--- src/rtl/pwm_capture_if.sv ---
// pwm_capture_if: measurement results published by the PWM capture block.
//   master : driven by pwm_capture
//   slave  : consumer of the measurements
// Signals:
//   high_cnt    CNT_W  high cycles of the last complete period
//   period_cnt  CNT_W  cycles between the last two rising edges
//   duty_code   4      recovered generator duty code
//   code_ok     1      duty_code reflects a nominal-period (or stuck-high) input
//   meas_valid  1      one-cycle pulse when the measurement fields update
//   stuck       1      no rising edge seen for TIMEOUT cycles
//   stuck_level 1      synchronised line level captured when stuck asserted
interface pwm_capture_if #(
   parameter int CNT_W = 8
);
   logic [CNT_W-1:0] high_cnt;
   logic [CNT_W-1:0] period_cnt;
   logic [3:0]       duty_code;
   logic             code_ok;
   logic             meas_valid;
   logic             stuck;
   logic             stuck_level;

   modport master (
      output high_cnt, period_cnt, duty_code, code_ok, meas_valid, stuck, stuck_level
   );

   modport slave (
      input  high_cnt, period_cnt, duty_code, code_ok, meas_valid, stuck, stuck_level
   );
endinterface

--- src/rtl/pwm_capture.sv ---
// pwm_capture: measures an incoming PWM waveform.
//   Synchronises pwm_in, counts high and period cycles between successive rising
//   edges and publishes them with a one-cycle meas_valid pulse. Recovers the
//   generator's 4-bit duty code (high = duty+1 cycles of a NOM_PERIOD period) and
//   flags a line that stops toggling.
// Ports:
//   clk     in   system clock, rising edge
//   rst_n   in   asynchronous active-low reset
//   pwm_in  in   PWM input, asynchronous to clk
//   mif     master modport of pwm_capture_if (measurement outputs)
module pwm_capture #(
   parameter int CNT_W      = 8,
   parameter int TIMEOUT    = 64,
   parameter int NOM_PERIOD = 16
) (
   input  logic                 clk,
   input  logic                 rst_n,
   input  logic                 pwm_in,
   pwm_capture_if.master        mif
);

   localparam logic [CNT_W-1:0] CNT_MAX = '1;
   localparam logic [CNT_W-1:0] TO_V    = CNT_W'(TIMEOUT);
   localparam logic [CNT_W-1:0] NOM_V   = CNT_W'(NOM_PERIOD);
   localparam logic [CNT_W-1:0] HI_MAX  = CNT_W'(16);

   typedef enum logic [1:0] {IDLE, HIGH, LOW, STUCK} state_t;

   state_t           state, state_nx;
   logic             sync1, pwm_s, pwm_d;
   logic             rise, fall, timeout;
   logic             publish, go_stuck, clr_stuck;
   logic             code_ok_nx;
   logic [3:0]       duty_nx;
   logic [CNT_W-1:0] period_run, high_run;

   // Input synchroniser plus one delay stage for edge detection
   always_ff @(posedge clk or negedge rst_n) begin
      if (!rst_n) begin
         sync1 <= 1'b0;
         pwm_s <= 1'b0;
         pwm_d <= 1'b0;
      end else begin
         sync1 <= pwm_in;
         pwm_s <= sync1;
         pwm_d <= pwm_s;
      end
   end

   assign rise    = pwm_s & ~pwm_d;
   assign fall    = ~pwm_s & pwm_d;
   // A rise in the same cycle as the timeout takes priority
   assign timeout = (period_run == TO_V) && !rise;

   // Run counters: restart at 1 on a rise, saturate instead of wrapping
   always_ff @(posedge clk or negedge rst_n) begin
      if (!rst_n) begin
         period_run <= '0;
         high_run   <= '0;
      end else if (rise) begin
         period_run <= CNT_W'(1);
         high_run   <= CNT_W'(1);
      end else begin
         if (period_run != CNT_MAX)
            period_run <= period_run + CNT_W'(1);
         if (pwm_s && high_run != CNT_MAX)
            high_run <= high_run + CNT_W'(1);
      end
   end

   // Decode uses the pre-load counter values seen in the rise cycle.
   // high_run of 16 maps to code 15 through the 4-bit wrap of 0-1.
   assign code_ok_nx = (period_run == NOM_V) && (high_run != '0) && (high_run <= HI_MAX);
   assign duty_nx    = high_run[3:0] - 4'd1;

   always_ff @(posedge clk or negedge rst_n) begin
      if (!rst_n) state <= IDLE;
      else        state <= state_nx;
   end

   always_comb begin
      state_nx  = state;
      publish   = 1'b0;
      go_stuck  = 1'b0;
      clr_stuck = 1'b0;
      case (state)
         IDLE: begin
            if (rise)         state_nx = HIGH;
            else if (timeout) go_stuck = 1'b1;
         end
         HIGH: begin
            if (fall)         state_nx = LOW;
            else if (timeout) go_stuck = 1'b1;
         end
         LOW: begin
            if (rise) begin
               state_nx = HIGH;
               publish  = 1'b1;
            end else if (timeout) begin
               go_stuck = 1'b1;
            end
         end
         STUCK: begin
            // Leaving STUCK never publishes: the interval before it is not a real period
            if (rise) begin
               state_nx  = HIGH;
               clr_stuck = 1'b1;
            end else if (fall) begin
               state_nx  = IDLE;
               clr_stuck = 1'b1;
            end
         end
         default: state_nx = IDLE;
      endcase
      if (go_stuck) state_nx = STUCK;
   end

   // Result registers: hold between publishes; timeout only touches stuck/duty fields
   always_ff @(posedge clk or negedge rst_n) begin
      if (!rst_n) begin
         mif.high_cnt    <= '0;
         mif.period_cnt  <= '0;
         mif.duty_code   <= '0;
         mif.code_ok     <= 1'b0;
         mif.meas_valid  <= 1'b0;
         mif.stuck       <= 1'b0;
         mif.stuck_level <= 1'b0;
      end else begin
         mif.meas_valid <= publish;
         if (publish) begin
            mif.high_cnt   <= high_run;
            mif.period_cnt <= period_run;
            mif.code_ok    <= code_ok_nx;
            if (code_ok_nx) mif.duty_code <= duty_nx;
         end
         if (go_stuck) begin
            mif.stuck       <= 1'b1;
            mif.stuck_level <= pwm_s;
            // Stuck-high reads as full duty; stuck-low has no valid code
            if (pwm_s) begin
               mif.duty_code <= 4'hF;
               mif.code_ok   <= 1'b1;
            end else begin
               mif.code_ok   <= 1'b0;
            end
         end
         if (clr_stuck) mif.stuck <= 1'b0;
      end
   end

endmodule

--- src/flat_wrapper.sv ---
// flat-port wrapper written by rule: the top's interface ports become plain ports
module pwm_capture_flat 
#(
   parameter int CNT_W      = 8,
   parameter int TIMEOUT    = 64,
   parameter int NOM_PERIOD = 16
)
  (clk, rst_n, pwm_in, mif_high_cnt, mif_period_cnt, mif_duty_code, mif_code_ok, mif_meas_valid, mif_stuck, mif_stuck_level);
  pwm_capture_if #(.CNT_W(CNT_W)) mif_i ();
  input  logic clk;
  input  logic rst_n;
  input  logic pwm_in;
  output wire logic [$bits(mif_i.high_cnt)-1:0] mif_high_cnt;
  output wire logic [$bits(mif_i.period_cnt)-1:0] mif_period_cnt;
  output wire logic [$bits(mif_i.duty_code)-1:0] mif_duty_code;
  output wire logic [$bits(mif_i.code_ok)-1:0] mif_code_ok;
  output wire logic [$bits(mif_i.meas_valid)-1:0] mif_meas_valid;
  output wire logic [$bits(mif_i.stuck)-1:0] mif_stuck;
  output wire logic [$bits(mif_i.stuck_level)-1:0] mif_stuck_level;
  assign mif_high_cnt = mif_i.high_cnt;
  assign mif_period_cnt = mif_i.period_cnt;
  assign mif_duty_code = mif_i.duty_code;
  assign mif_code_ok = mif_i.code_ok;
  assign mif_meas_valid = mif_i.meas_valid;
  assign mif_stuck = mif_i.stuck;
  assign mif_stuck_level = mif_i.stuck_level;
  pwm_capture #(.CNT_W(CNT_W), .TIMEOUT(TIMEOUT), .NOM_PERIOD(NOM_PERIOD)) u_core (.clk(clk), .rst_n(rst_n), .pwm_in(pwm_in), .mif(mif_i));
endmodule
--- config.mk ---
export PLATFORM = sky130hd
export DESIGN_NAME = pwm_capture_flat
export DESIGN_NICKNAME = d
export VERILOG_FILES = /design/src/rtl/pwm_capture_if.sv /design/src/rtl/pwm_capture.sv /design/src/flat_wrapper.sv
export SDC_FILE = /design/constraint.sdc
export NUM_CORES = 1
export LEC_CHECK = 0
export ABC_CLOCK_PERIOD_IN_PS = 2500
export BUFFER_PORTS_ARGS = -buffer_cell sky130_fd_sc_hd__buf_2
export CAP_MARGIN = 30
export CELL_PAD_IN_SITES_DETAIL_PLACEMENT = 1
export CELL_PAD_IN_SITES_GLOBAL_PLACEMENT = 1
export CORE_ASPECT_RATIO = 1.25
export CORE_MARGIN = 8
export CORE_UTILIZATION = 44
export CTS_CLUSTER_DIAMETER = 100
export DETAILED_ROUTE_END_ITERATION = 8
export GPL_ROUTABILITY_DRIVEN = 1
export HOLD_SLACK_MARGIN = 0.12
export PLACE_DENSITY_LB_ADDON = 0.1
export RECOVER_POWER = 25
export SLEW_MARGIN = 20
export SYNTH_ARGS = -nofsm -noshare
export SYNTH_HDL_FRONTEND = slang
export SYNTH_SLANG_ARGS = --single-unit
export TNS_END_PERCENT = 20
--- constraint.sdc ---
create_clock -name clk -period 2.5 [get_ports clk]
set_input_delay 0.625 -clock clk [delete_from_list [all_inputs] [get_ports clk]]
set_output_delay 0.625 -clock clk [all_outputs]
set_load 0.1 [all_outputs]
Word-level counts from Yosys, hierarchy flattened

Cells that the tools add are included.

Input port bits: 3
Bits in read-only memories: 0
Latch bits: 0
Memories kept: 0
Logic and storage cells: 72
Memory bits (writable): 0
Register bits after elaboration: 45
Output and inout bits: 24

$lt $le $gt $ge: 1
$mul: 0
Eq/ne operators: 10
Bitwise logic cells: 4
Reduce and logical (&&, ||, !) cells: 13
Multiplexer cells: 28
$add $sub $neg: 3
Shift-type cells: 0
Div/mod/pow operators: 0

Operator list:

| cell                                                 | number |
|---|---|
| two-way mux 8 bit                                    | 4 |
| adder 8 x 1 -> 8 bit (second input constant)         | 2 |
| two-way mux 4 bit                                    | 4 |
| != test 8 bit (second input constant)                | 2 |
| two-way mux 1 bit                                    | 13 |
| two-way mux 2 bit                                    | 5 |
| equality test 8 x 5 -> 1 bit (second input constant) | 1 |
| equality test 8 x 7 -> 1 bit (second input constant) | 1 |
| <= comparator 8 x 5 -> 1 bit (second input constant) | 1 |
| nonzero test 2 bit                                   | 4 |
| nonzero test 8 bit                                   | 1 |
| != test 3 x 1 -> 1 bit (second input constant)       | 2 |
| one-hot mux 2 bit (3 select lines)                   | 1 |
| equality test 2 bit (second input constant)          | 2 |
| logical AND 1 bit                                    | 4 |
| != test 4 x 1 -> 1 bit (second input constant)       | 1 |
| subtractor 4 x 1 -> 4 bit (second input constant)    | 1 |
| AND reduction 3 bit                                  | 1 |
| bitwise AND 1 bit                                    | 2 |
| equality test 2 x 1 -> 1 bit (second input constant) | 1 |
| zero test 2 bit                                      | 1 |
| inverter 1 bit                                       | 2 |
| one-hot mux 1 bit (2 select lines)                   | 1 |
| OR reduction 2 bit                                   | 1 |
| zero test 1 bit                                      | 1 |

Depth between registers and ports, before layout

Gate-level depths: netlist of the first run.

Depth after elaboration: 9
Depth in mapped cells: 7
Mapped depth without buffers: 7

Least setup slack after synthesis of the first run

No wires, ideal clock.

Path kind: register -> register
Start: register u_core.period_run[0]
End: register u_core.state[0]
Clock period less this slack: 1866 ps
Arrival time: 1792 ps
Path buffers: 0
Library setup time: 74 ps
Cell stages (with the launch flop): 7
Required time: 2426 ps
Path slack: 634 ps
Path through: dfrtp_1 > inv_1 > ha_1 > or4b_4 > or2_4 > or3_4 > o21ai_2

Cells in the longest elaborated chain, start to end: 7
Elaborated cells on any way between the ends: 11
Those cells by class: 4 x eq/ne; 5 x mux; 2 x reduce/logical

RTL lines:

| item                                                                              | line                                                    | text |
|---|---|---|
| from (decl)                                                                       | pwm_capture.sv:35                                       | `logic [CNT_W-1:0] period_run, high_run;` |
| from (signal assigned)                                                            | pwm_capture.sv:65                                       | `period_run <= period_run + CNT_W'(1);` |
| equality test 8 x 7 -> 1 bit (*)                                                  | pwm_capture.sv:53                                       | `assign timeout = (period_run == TO_V) && !rise;` |
| logical AND 1 bit (*)                                                             | pwm_capture.sv:53                                       |  |
| two-way mux 1 bit (*)                                                             | pwm_capture.sv:89, pwm_capture.sv:93, pwm_capture.sv:99 |  |
| two-way mux 1 bit, on equally long branches                                       | pwm_capture.sv:96, pwm_capture.sv:92                    |  |
| one-hot mux 1 bit (2 select lines) (*)                                            | pwm_capture.sv:86                                       | `case (state)` |
| != test 4 x 1 -> 1 bit (no line) / != test 3 x 1 -> 1 bit (equally long branches) | --                                                      |  |
| AND reduction 3 bit (no line)                                                     | --                                                      |  |
| to (signal assigned)                                                              | pwm_capture.sv:78                                       | `else state <= state_nx;` |
| to (decl)                                                                         | pwm_capture.sv:29                                       | `state_t state, state_nx;` |

Mark *: on every way between the ends. The rest lies on a longest branch, timed or not.
A chain may end at the register's enable or synchronous reset.

Worst setup path in the final report of the first run

Start: register u_core.period_run[0]
End: register u_core.mif.duty_code[0]

Cells in the longest elaborated chain, start to end: 7
Elaborated cells on any way between the ends: 13
Those cells by class: 2 x eq/ne; 8 x mux; 3 x reduce/logical

RTL lines:

| item                            | line                 | text |
|---|---|---|
| equality test 8 x 5 -> 1 bit    | pwm_capture.sv:73    | `assign code_ok_nx = (period_run == NOM_V) && (high_run != '0) && (high_run <= HI_MAX);` |
| logical AND 1 bit (2 in series) | pwm_capture.sv:73    |  |
| two-way mux 4 bit               | pwm_capture.sv:134   | `if (code_ok_nx) mif.duty_code <= duty_nx;` |
| two-way mux 4 bit               | pwm_capture.sv:130   | `if (publish) begin` |
| two-way mux 4 bit               | pwm_capture.sv:140   | `if (pwm_s) begin` |
| two-way mux 4 bit (*)           | pwm_capture.sv:136   | `if (go_stuck) begin` |
| to (signal assigned)            | pwm_capture.sv:134   |  |
| to (decl)                       | pwm_capture_if.sv:24 | `output high_cnt, period_cnt, duty_code, code_ok, meas_valid, stuck, stuck_level` |

Marks and branches as above.

==> metrics, run 1 <==
result of the run=complete, no violations; Initial DRC Count=113; I/O Pins=27; crit share post-route=79.4%; data required time of the critical path=2.69 ns; area of the placeable core=4660 um^2; post-detailed-route wirelength per cell=around 17 um; CTS tree=built; cells taking the most area after synthesis=sky130_fd_sc_hd__dfrtp_1, sky130_fd_sc_hd__nand2_1, sky130_fd_sc_hd__ha_1; first-pass GRT wire length=9170 um; setup TNS after final layout=0 ns; horizontal extent of the die=77.9 um; total number of yosys warnings=0; number of buffers created by CTS=5; Placer Congestion=0.804; cts repair resizes=0; Most used DFF post-synth=sky130_fd_sc_hd__dfrtp_1; layout cell share with drive strength beyond 1=a little under a fifth; total via count in the routed design=1,632; count of buffers added by post-CTS timing repair for setup=0; worst voltage drop across the vdd grid=0.485 mV; RSZ-0062 raised after global routing=false; Overall Global Routing Usage=15.8%; # setup viols final=0; number of nets still failing antenna checks after routing=0; category of the most critical setup path=register to register; crit path setup slack, layout=0.516 ns; crit end category=register; number of levels the H-tree was split into=2; die area=around 7300 um^2; mapped cell area=2110 um^2; number of antenna violations at the first check in global routing=0; global-route congestion overflow total=0; FMAX=slightly above 500 MHz; Worst Tran Pin Value=1.10 ns; latest clock arrival within the worst-skew pair=0.30 ns; share of the synthesized area in the top cell type=53.4%; top cells by instance count after synthesis=sky130_fd_sc_hd__nand2_1, sky130_fd_sc_hd__dfrtp_1, sky130_fd_sc_hd__nor2_1; CTS clock-pin slew for the worst setup and hold paths=0.09 ns; quantity of hold-fixing buffers added after cts=0; Cell variety after synth=43; maximum number of pins on one net before global-route repair=46; number of endpoints with negative hold slack in the final report=0; Core Rows=28; clock root buffer=sky130_fd_sc_hd__clkbuf_8; portion of the post-synthesis area used by sequential elements=53.4%; remaining design rule violation count=0; number of clock sinks=45; number of enable-type register cells in the synthesized netlist=0; number of nets in the synthesized netlist=228; max-capacitance violation count=0; FFs w/ async S/R, synth=100%; Layout Skew=0.00470 ns; Leak=1.25 nW; worst endpoint data arrival time=between 2 and 2.5 ns; initial cell density of the core=45.2%; CTS max path bufs=2; count leader, synth=sky130_fd_sc_hd__nand2_1; number of nets in the layout=around 260; Cells after Synth=219; number of synthesized register bits=45; Pwr Density=997 nW/um^2; overall routed net length=5120 um; clock period minus worst slack=1.98 ns; area added between synthesis and finish=15.1%; Avg Vias per Cell=5.28; class of the worst hold path=register to register; drt pass-1 iters=4; library cell with the largest summed area after synthesis=sky130_fd_sc_hd__dfrtp_1; number of port buffers=26; dpl hpwl=approximately 3700 um; number of global-route vias before repair=1,787; worst rel slew slack=26.7%; antenna diode count=0; critical-path maximum fanout=5; Avg Cell Area, Syn=9.63 um^2; dpl ws=about 0.53 ns; y dimension of the die=~93 um; number of slew-limit violations in the final report=0; startpoint kind of the worst setup timing path=register
## per-stage QoR
stage                     hold slack, ns  area, um^2  power [W]  instances  util [%]
after floorplan                    0.329        2110    0.00168        219         -
after global placement             0.338        2320    0.00186        301      49.7
after detailed placement           0.341        2320    0.00188        301      49.7
after global routing               0.376        2430    0.00256        309      52.1
after CTS                          0.363        2430    0.00245        309      52.2
final                              0.360        2430    0.00242        309      52.1
## path summary, 6_finish.rpt
kind | to | startpoint | cells after the start | slack [ns]
min in group asynchronous | u_core.mif.stuck_level | rst_n | 2 | 0.59
worst min register to register | u_core.pwm_s | u_core.sync1 | 0 | 0.36
worst max-delay path | u_core.mif.duty_code[0] | u_core.period_run[0] | 6 | 0.52
max in group asynchronous | u_core.period_run[2] | rst_n | 2 | 1.23
worst max register to register | u_core.mif.duty_code[0] | u_core.period_run[0] | 6 | 0.52
worst min-delay path | u_core.pwm_s | u_core.sync1 | 0 | 0.36
## layer usage
metal	GRT usage (%)	wire, um
met4	4.95	55
met2	26.9	2700
met5	0	0
met3	4.41	163
met1	18.7	2200
## placed cells by master (no fill, tap or decap), drive strengths merged, types with 7 or more instances in the layout
master  instances
nand2          50
a21oi           7
buf            29
clkbuf          7
dfrtp          45
nor2           15
o21ai          13
inv             9
nand3           9
## logic make-up (layout without fill, tap and decap cells)
| kind of cell | count (synthesis) | in the layout | share of synthesized area (%) |
|---|---|---|---|
| compound gates | 38 | 38 | 11.2 |
| mux | 4 | 4 | 1.90 |
| buf+inv | 18 | 48 | 3.20 |
| flops | 45 | 45 | 53.4 |
| xor+xnor | 7 | 7 | 2.91 |
| fa+ha+maj | 6 | 6 | 3.56 |
| simple gates | 101 | 101 | 23.9 |
## report_power, final
part	total (W)	switching, W	internal [W]
combinational	0.000862	0.000667	0.000195
sequential	0.000993	0.000143	0.000850
clock	0.000564	0.000265	0.000299
total	0.00242	0.00108	0.00134
## state kept, by name (all words and copies together), names as in the netlist
register,cells
u_core.state,2
u_core.mif.high_cnt,8
u_core.pwm_s,1
u_core.pwm_d,1
u_core.mif.duty_code,4
u_core.mif.stuck_level,1
u_core.period_run,8
u_core.mif.code_ok,1
u_core.sync1,1
u_core.mif.period_cnt,8
u_core.high_run,8
u_core.mif.stuck,1
u_core.mif.meas_valid,1
## final cells by class
cell class	count	area [um^2]
Clock buffer	5	68.8
Inverter	9	33.8
Sequential cell	45	1130
Fill cell	555	2230
Tap cell	60	75.1
Clock inverter	3	46.3
Multi-Input combinational cell	156	915
Timing Repair Buffer	31	161
## critical path: stages, from the launching register on
cell	delay, ns
sky130_fd_sc_hd__dfrtp_1	0.41
sky130_fd_sc_hd__inv_1	0.13
sky130_fd_sc_hd__ha_1	0.16
sky130_fd_sc_hd__or4b_4	0.48
sky130_fd_sc_hd__or2_4	0.27
sky130_fd_sc_hd__nor4_1	0.31
sky130_fd_sc_hd__o21ai_1	0.11
(Power assumes the default switching activity.)
==> run 2, diff against run 1 <==
ABC_CLOCK_PERIOD_IN_PS = 1900   (was 2500)
clock period = 1.9 ns   (was 2.5 ns; I/O delays follow)
==> run 2 against run 1 <==
Net effect: wire length increased by 12%; critical endpoint is now u_core.state[0]; global-route usage increased by 0.91 points; maximum frequency increased by 5.7%; non-clock buffer count increased by 21; clock skew increased by 0.0025 ns; clock power increased by 33%; critical path depth unchanged; die area unchanged.
==> metrics, run 2 (same netlist as run 1, synthesis figures left out) <==
max-capacitance violation count=0 (unchanged); layout cell share with drive strength beyond 1=27.8% (+9.7 points); area added between synthesis and finish=26.5%; CTS max path bufs=2 (unchanged); result of the run=complete, no violations; met3 Track Usage GR=3.74% (-0.67 points); crit path setup slack, layout=0.0224 ns (-0.493 ns); Overall Global Routing Usage=16.7% (+0.91 points); global-route congestion overflow total=0 (unchanged); GRT met1 Usage=18.1% (-0.59 points); latest clock arrival within the worst-skew pair=0.30 ns (about the same); startpoint of the most critical setup path=u_core.period_run[1]; capture instance of the worst register-to-register path=u_core.state[0]; dpl ws=-0.0121 ns (-0.539 ns); drt pass-1 iters=4 (unchanged); Avg Vias per Cell=5.38 (+1.8%); class of the worst hold path=input port to register; y dimension of the die=93.4 um (unchanged); commonest cells after routing, fill and taps aside=sky130_fd_sc_hd__nand2_1, sky130_fd_sc_hd__dfrtp_1, sky130_fd_sc_hd__buf_2; category of the most critical setup path=register to register; met2 Track Usage GR=30.8% (+3.8 points); first-pass GRT wire length=9690 um (+5.7%); Placer Congestion=0.863 (+7.4%); busiest grt layer=met2; critical-path maximum fanout=5 (unchanged); RSZ-0062 raised after global routing=true; number of buffer and inverter stages on the critical path=1 (unchanged); crit share post-route=98.8% (+19 points); worst setup slack for register-to-register paths=0.02 ns (-0.49 ns); clock root buffer=sky130_fd_sc_hd__clkbuf_8; number of antenna violations at the first check in global routing=0 (unchanged); number of global-route vias before repair=1,928 (+7.9%); cell family contributing the most delay on the critical path=simple AND/OR/NAND/NOR gates; reg-to-reg critical path startpoint=u_core.period_run[1]; I/O Pins=27 (unchanged); horizontal extent of the die=77.9 um (unchanged); path length in cells of the critical path=6 (unchanged); clock period minus worst slack=1.88 ns (-0.107 ns); worst voltage drop across the vdd grid=0.630 mV (+30%); Leak=1.38 nW (+10%); most common cell after layout, fill and taps aside=sky130_fd_sc_hd__nand2_1; maximum number of pins on one net before global-route repair=28 (-39%); sequence of cells on the critical path=inv_2, ha_4, or4b_4, or2_4, or3_4, o21ai_2; initial cell density of the core=45.2% (unchanged); Core Rows=28 (unchanged); dpl hpwl=4080 um (+11%); total via count in the routed design=1,774 (+8.7%); Layout Skew=0.00720 ns (+0.00250 ns); die area=7280 um^2 (unchanged); crit end category=register; crit path to=u_core.state[0]; number of port buffers=26 (unchanged); Worst Tran Pin Value=1.13 ns (+0.0311 ns); number of nets still failing antenna checks after routing=0 (unchanged); remaining design rule violation count=0 (unchanged); CTS clock-pin slew for the worst setup and hold paths=0.08 ns (about the same); Reg2Reg Depth=6 (unchanged); setup TNS after final layout=0 ns (unchanged); hold_sp=pwm_in; number of clock sinks=45 (unchanged); startpoint kind of the worst setup timing path=register; post-detailed-route wirelength per cell=17.4 um (+4.9%); Largest stage delay, worst path=0.49 ns (about the same); area of the placeable core=4660 um^2 (unchanged); overall routed net length=5730 um (+12%); FMAX=533 MHz (+5.7%); number of endpoints with negative hold slack in the final report=0 (unchanged); number of levels the H-tree was split into=2 (unchanged); number of slew-limit violations in the final report=0 (unchanged); data required time of the critical path=2.13 ns (-0.56 ns); worst endpoint data arrival time=2.10 ns (-0.07 ns); number of nets in the layout=278 (+8.2%); # setup viols final=0 (unchanged); critical path's slowest cell=sky130_fd_sc_hd__or4b_4; antenna diode count=0 (unchanged); Pwr Density=1270 nW/um^2 (+27%); number of buffers created by CTS=5 (unchanged); CTS tree=built; Initial DRC Count=62 (-45%); worst rel slew slack=24.6% (-2.1 points)
## run 2: cell types whose count changed in the layout (fill, tap and decap cells not counted), sizes merged
cell and change:
buf +22, clkbuf +1, clkinv -1, clkinvlp -1
## run 2: how the worst min path moves through the flow
stage | slack, ns | cells past startpoint | endpoint
after floorplan | 0.18 | 0 | u_core.high_run[0]
final | 0.29 | 1 | u_core.sync1
after CTS | 0.13 | 1 | u_core.mif.code_ok
after detailed placement | 0.40 | 0 | u_core.pwm_s
after global routing | 0.28 | 1 | u_core.sync1
after global placement | 0.40 | 0 | u_core.pwm_s
## run 2: repair_timing
item	CTS	global route
setup buffers	1	2
setup endpoints to repair	7	9
resized for setup	8	7
hold buffers	0	0
gates cloned	0	0
pin swaps	5	4
## run 2: metal layers
metal / up-vias / share of wire [%]
met4: 0 / 1.9
met5: - / 0
met1: 890 / 39
met3: 9 / 3.2
met2: 27 / 56
li1: 848 / -
## run 2: final cells by class
type | count | area (um^2)
fill | 531 | 1990
clock inverter | 1 | 30.0
clock buffer | 7 | 86.3
sequential | 45 | 1130
multi-input combinational | 156 | 976
tap | 60 | 75.1
inverter | 9 | 33.8
timing repair buffer | 52 | 340
## run 2: worst reg2reg max path, stage by stage (launching register included)
cell and delay [ns]:
sky130_fd_sc_hd__dfrtp_1 0.40, sky130_fd_sc_hd__inv_2 0.08, sky130_fd_sc_hd__ha_4 0.13, sky130_fd_sc_hd__or4b_4 0.49
sky130_fd_sc_hd__or2_4 0.29, sky130_fd_sc_hd__or3_4 0.35, sky130_fd_sc_hd__o21ai_2 0.06
## run 2: metrics by stage
stage	instance area, um^2	hold WS, ns	instances	utilization, %	total power, W
global placement	2460	0.400	319	52.9	0.00256
floorplan	2110	0.179	219	-	0.00221
CTS	2620	0.127	328	56.2	0.00340
finish	2670	0.292	330	57.3	0.00339
global route	2670	0.278	330	57.3	0.00357
detailed placement	2460	0.404	319	52.9	0.00259
## run 2: where the power goes
| group | internal [W] | switching [W] |
|---|---|---|
| logic | 0.000368 | 0.00102 |
| clock network | 0.000429 | 0.000321 |
| registers | 0.00112 | 0.000129 |
| total | 0.00192 | 0.00147 |
